===== src/rtl/iterative_divider_64_32_if.sv =====
// Operand/result bundle for the 64/32 restoring divider.
// Handshake: start is level-sampled on an enabled edge only while the divider is idle
// or done; done pulses for one enabled cycle when Q/R/dz are valid; busy marks RUN.
interface iterative_divider_64_32_if;
  logic        enable;
  logic        start;
  logic [63:0] A;
  logic [31:0] B;
  logic [63:0] Q;
  logic [31:0] R;
  logic        busy;
  logic        done;
  logic        dz;
  logic [1:0]  state;

  modport master (
    output enable, start, A, B,
    input  Q, R, busy, done, dz, state
  );

  modport slave (
    input  enable, start, A, B,
    output Q, R, busy, done, dz, state
  );
endinterface


===== src/rtl/iterative_divider_64_32.sv =====
// Unsigned 64/32 restoring divider producing one quotient bit per enabled cycle
// through a single shared 33-bit ripple subtractor.
module sub #(
  parameter int N = 33
) (
  input  logic [N-1:0] a,
  input  logic [N-1:0] b,
  input  logic         cin,
  output logic [N-1:0] diff,
  output logic         cout
);
  logic [N:0] c;

  // a - b computed as a + ~b + cin; cout=1 means no borrow.
  always_comb begin
    c    = '0;
    diff = '0;
    c[0] = cin;
    for (int i = 0; i < N; i++) begin
      diff[i]  = a[i] ^ ~b[i] ^ c[i];
      c[i+1]   = (a[i] & ~b[i]) | (a[i] & c[i]) | (~b[i] & c[i]);
    end
  end

  assign cout = c[N];
endmodule

module iterative_divider_64_32 (
  input  logic                      clk,
  input  logic                      rst,
  iterative_divider_64_32_if.slave  bus
);
  typedef enum logic [1:0] {
    IDLE = 2'd0,
    RUN  = 2'd1,
    DONE = 2'd2
  } state_t;

  state_t      state;
  logic [63:0] d_q;
  logic [31:0] v_q;
  logic [32:0] p_q;
  logic [63:0] q_q;
  logic [31:0] r_q;
  logic [5:0]  count;
  logic        busy_q;
  logic        done_q;
  logic        dz_q;

  logic [32:0] shifted;
  logic [32:0] diff;
  logic        no_borrow;
  logic [32:0] p_next;
  logic        unused_p_msb;

  assign shifted = {p_q[31:0], d_q[63]};

  sub #(.N(33)) u_sub (
    .a    (shifted),
    .b    ({1'b0, v_q}),
    .cin  (1'b1),
    .diff (diff),
    .cout (no_borrow)
  );

  assign p_next = no_borrow ? diff : shifted;
  // After a restore the remainder fits in 32 bits, so P[32] never feeds the next step.
  assign unused_p_msb = p_q[32];

  always_ff @(posedge clk or posedge rst) begin
    if (rst) begin
      state  <= IDLE;
      d_q    <= '0;
      v_q    <= '0;
      p_q    <= '0;
      q_q    <= '0;
      r_q    <= '0;
      count  <= '0;
      busy_q <= 1'b0;
      done_q <= 1'b0;
      dz_q   <= 1'b0;
    end else if (bus.enable) begin
      unique case (state)
        IDLE, DONE: begin
          done_q <= 1'b0;
          if (bus.start) begin
            if (bus.B != 32'd0) begin
              d_q    <= bus.A;
              v_q    <= bus.B;
              p_q    <= '0;
              q_q    <= '0;
              count  <= '0;
              dz_q   <= 1'b0;
              busy_q <= 1'b1;
              state  <= RUN;
            end else begin
              q_q    <= '1;
              r_q    <= bus.A[31:0];
              dz_q   <= 1'b1;
              done_q <= 1'b1;
              state  <= DONE;
            end
          end else begin
            state <= IDLE;
          end
        end
        RUN: begin
          p_q   <= p_next;
          q_q   <= {q_q[62:0], no_borrow};
          d_q   <= {d_q[62:0], 1'b0};
          count <= count + 6'd1;
          if (count == 6'd63) begin
            r_q    <= p_next[31:0];
            busy_q <= 1'b0;
            done_q <= 1'b1;
            state  <= DONE;
          end
        end
        default: state <= IDLE;
      endcase
    end
  end

  assign bus.Q     = q_q;
  assign bus.R     = r_q;
  assign bus.busy  = busy_q;
  assign bus.done  = done_q;
  assign bus.dz    = dz_q;
  assign bus.state = state;
endmodule

===== src/flat_wrapper.sv =====
// flat-port wrapper written by rule: the top's interface ports become plain ports
module iterative_divider_64_32_flat 
  (clk, rst, bus_enable, bus_start, bus_A, bus_B, bus_Q, bus_R, bus_busy, bus_done, bus_dz, bus_state);
  iterative_divider_64_32_if bus_i ();
  input  logic clk;
  input  logic rst;
  input wire logic [$bits(bus_i.enable)-1:0] bus_enable;
  input wire logic [$bits(bus_i.start)-1:0] bus_start;
  input wire logic [$bits(bus_i.A)-1:0] bus_A;
  input wire logic [$bits(bus_i.B)-1:0] bus_B;
  output wire logic [$bits(bus_i.Q)-1:0] bus_Q;
  output wire logic [$bits(bus_i.R)-1:0] bus_R;
  output wire logic [$bits(bus_i.busy)-1:0] bus_busy;
  output wire logic [$bits(bus_i.done)-1:0] bus_done;
  output wire logic [$bits(bus_i.dz)-1:0] bus_dz;
  output wire logic [$bits(bus_i.state)-1:0] bus_state;
  assign bus_i.enable = bus_enable;
  assign bus_i.start = bus_start;
  assign bus_i.A = bus_A;
  assign bus_i.B = bus_B;
  assign bus_Q = bus_i.Q;
  assign bus_R = bus_i.R;
  assign bus_busy = bus_i.busy;
  assign bus_done = bus_i.done;
  assign bus_dz = bus_i.dz;
  assign bus_state = bus_i.state;
  iterative_divider_64_32 u_core (.clk(clk), .rst(rst), .bus(bus_i));
endmodule

===== config.mk =====
export PLATFORM = sky130hd
export DESIGN_NAME = iterative_divider_64_32_flat
export DESIGN_NICKNAME = d
export VERILOG_FILES = /design/src/rtl/iterative_divider_64_32_if.sv /design/src/rtl/iterative_divider_64_32.sv /design/src/flat_wrapper.sv
export SDC_FILE = /design/constraint.sdc
export NUM_CORES = 1
export LEC_CHECK = 0
export BUFFER_PORTS_ARGS = -buffer_cell sky130_fd_sc_hd__buf_2
export CORE_MARGIN = 4
export CORE_UTILIZATION = 45
export DETAILED_ROUTE_END_ITERATION = 10
export PLACE_DENSITY = 0.65
export RECOVER_POWER = 25
export SYNTH_ARGS = -nofsm -noshare
export SYNTH_HDL_FRONTEND = slang
export SYNTH_SLANG_ARGS = --single-unit

===== constraint.sdc =====
create_clock -name clk -period 19.9 [get_ports clk]
set_input_delay 0 -clock clk [delete_from_list [all_inputs] [get_ports clk]]
set_output_delay 0 -clock clk [all_outputs]
set_load 0.02 [all_outputs]

==> results.json <==
{
  "whs_ps": 104.7,
  "drc": 0,
  "hold_path_end": "u_core.bus.dz",
  "min_path_cells": 4,
  "post_dp_cell_area_sq_mm": 0.01228,
  "critPathSlowestCell": "fa_1",
  "clockBufferDepth": 3,
  "cp_max_fo": 34,
  "ant_nets": 0,
  "htree_levels": 1,
  "drt_iter0_drc": 560,
  "maxSlewHeadroom": -1.824,
  "cp_slowest_stage_delay_ps": 480,
  "ctsHoldBuffers": 97,
  "die_height_microns": 165.1,
  "synthCells": 982,
  "synth-edff-count": 0,
  "r2r_setup_slack_ps": 3510,
  "vias": 8357,
  "tightest_slew_ps": 4213,
  "drt_wl_total_mm": 27.81,
  "nNetsFinal": 1376,
  "cts_resized": 0,
  "track_usage": 0.2037,
  "crit_arrival_ps": 16790,
  "worstSetupEndpointType": "flip-flop",
  "crit_type": "flip-flop to flip-flop",
  "grt_use_met2": 0.3164,
  "first_pass_iters": 5,
  "avgSynthCellArea_sq_um": 11.31,
  "use_met1": 0.2979,
  "synth_fp_nets": 1115,
  "utilization": 0.5737,
  "critPathTopFamily": "adder cells",
  "fin_tns_setup_ps": 0,
  "place_ws_ps": 3369,
  "fp.dieW_microns": 165.1,
  "core_region_area_sq_mm": 0.02432,
  "skew_ps": 11.67,
  "num_rows": 57,
  "gp_congestion": 0.7840,
  "vdd_drop_max_v": 0.00006728,
  "drive_above_1_share": 0.2763,
  "cts_tree": "built",
  "portBuffers": 200,
  "via_per_inst": 5.286,
  "fmax_ghz": 0.06101,
  "cts_setup_buffers": 0,
  "start_util": 0.4568,
  "reg2reg_depth": 39,
  "clk_latency_ps": 520,
  "finalWorstSetupSlack_ps": 3509,
  "hp-class": "input pin to flip-flop",
  "grt_antenna_before_repair": 2,
  "avgRoutedWirePerCell_microns": 17.59,
  "r2r-start": "u_core.d_q[63]",
  "ios": 201,
  "r2r-end": "u_core.bus.R[12]",
  "area_growth_syn_to_layout_pct": 25.60,
  "synth_cell_types": 42,
  "setup_violations": 0,
  "overflow": 0,
  "rsz0062_at_grt": "no",
  "min-delay-start": "bus_start",
  "synthesis.area_sq_mm": 0.01111,
  "ys_warn_count": 0,
  "yosysTopAreaCell": "dfrtp_1",
  "dieArea_sq_mm": 0.02726,
  "status": "finished with violations",
  "clk_pin_slew_ps": 60,
  "cap_violations": 1,
  "cts-root-buf": "clkbuf_16",
  "dp_hpwl_mm": 17.38,
  "synth_area_leaders": "dfrtp_1 (53%), fa_1 (5.6%), a21oi_1 (4.3%)",
  "path_buf_inv": 3,
  "grtUsageMet3": 0.03624,
  "min_period_over_period": 0.8237,
  "synthArstFlopShare": 1.000,
  "violations": "max-capacitance violations, max-slew violations",
  "crit_required_ps": 20300,
  "grt_pass1_wl_mm": 45.17,
  "synth_seq_area_share": 0.5294,
  "final_common_cell": "dfrtp_1",
  "p_per_area_mw_per_mm2": 134.5,
  "grt_max_degree": 130,
  "stdcell_area_sq_mm": 0.01395,
  "clock-sinks": 235,
  "cts_made_buffers": 26,
  "finalHoldViolations": 0,
  "grt_pass1_vias": 8526,
  "startpoint_type": "flip-flop",
  "synth_largest_type_area_fraction": 0.5294,
  "busiest_layer": "met2",
  "fin_crit_ps": 16390,
  "cp_common_cell": "fa_1",
  "maxSlewViolCount": 97,
  "leakage_nw": 6.642,
  "final_cell_mix": "dfrtp_1 (235), buf_2 (152), nand2_1 (107)",
  "ys_ff_latch": 235,
  "synthFlopType": "dfrtp_1"
}
## final cells by class
class                   instances  area, sq um
fillers                      2041        10370
flip-flops and latches        235         5881
multi-input cells             636         4762
repair buffers                309         2002
clock buffers                  36        739.5
well taps                     324        405.4
inverters                      35        132.6
clock inverters                 5        27.53
diodes                          1        2.502
## worst reg2reg max path, delay by kind of cell (launching register included)
kind            cells  cell delay (ps)
simple gates        1              110
mux                 2              690
buf+inv             3              580
flops               1              380
fa+ha+maj          32            14430
compound gates      1              120
## registers in the layout (all words and copies together) (netlist names)
register	cells
u_core.bus.Q	64
u_core.bus.state	2
u_core.bus.busy	1
u_core.bus.R	32
u_core.bus.done	1
u_core.d_q	64
u_core.v_q	32
u_core.p_q	32
u_core.count	6
u_core.bus.dz	1
## stage by stage
| step | total power, mW | cells |
|---|---|---|
| CTS | 1.901 | 1580 |
| global route | 2.013 | 1581 |
| global placement | 1.419 | 1442 |
| detailed placement | 1.431 | 1442 |
| finish | 1.876 | 1581 |
| floorplan | 1.245 | 982 |
## worst max-delay path by stage
stage | from | end | slack, ps | cells after the start
2_1_floorplan | u_core.d_q[63] | u_core.bus.R[14] | 3880 | 39
3_3_place_gp | u_core.d_q[63] | u_core.bus.R[15] | 3550 | 39
3_5_place_dp | u_core.d_q[63] | u_core.bus.R[18] | 3370 | 39
4_1_cts | u_core.d_q[63] | u_core.bus.R[12] | 3330 | 39
5_1_grt | u_core.d_q[63] | u_core.bus.R[12] | 2710 | 39
6_report | u_core.d_q[63] | u_core.bus.R[12] | 3510 | 39
## Yosys cell counts, types with 2 or more instances
cell type,number
o221a_2,32
nand3_1,3
a21oi_1,96
dfrtp_1,235
buf_4,6
mux2_2,37
o21ai_0,64
buf_1,5
buf_6,5
nor2_1,39
fa_1,31
nor2b_1,2
ha_1,2
buf_2,25
mux2i_1,31
nor4_1,5
and3_1,32
nand2_1,108
xor2_1,2
clkbuf_1,35
nor3_2,2
nor4_2,3
nand4_2,2
inv_1,35
a221o_1,31
o311ai_0,2
or2_2,32
mux2_4,28
o21ai_1,39
## layer usage
layer  vias to the layer above  part of all wire
met1                      4095              0.47
met2                       243              0.46
met3                        46             0.053
li1                       3971                 -
met5                         -           0.00047
met4                         2             0.023
## power breakdown
group	switching (mW)	total (mW)	internal, mW
Sequential	0.109	0.743	0.634
Clock	0.185	0.441	0.256
Combinational	0.377	0.692	0.315
## cell families after synthesis
group | Yosys count | synth area share
xor+xnor | 2 | 0.001577
compound gates | 274 | 0.1614
buf+inv | 111 | 0.04573
fa+ha+maj | 33 | 0.05812
flops | 235 | 0.5294
simple gates | 231 | 0.1005
mux | 96 | 0.1033
Note: power is estimated with default switching activity, not from simulation.
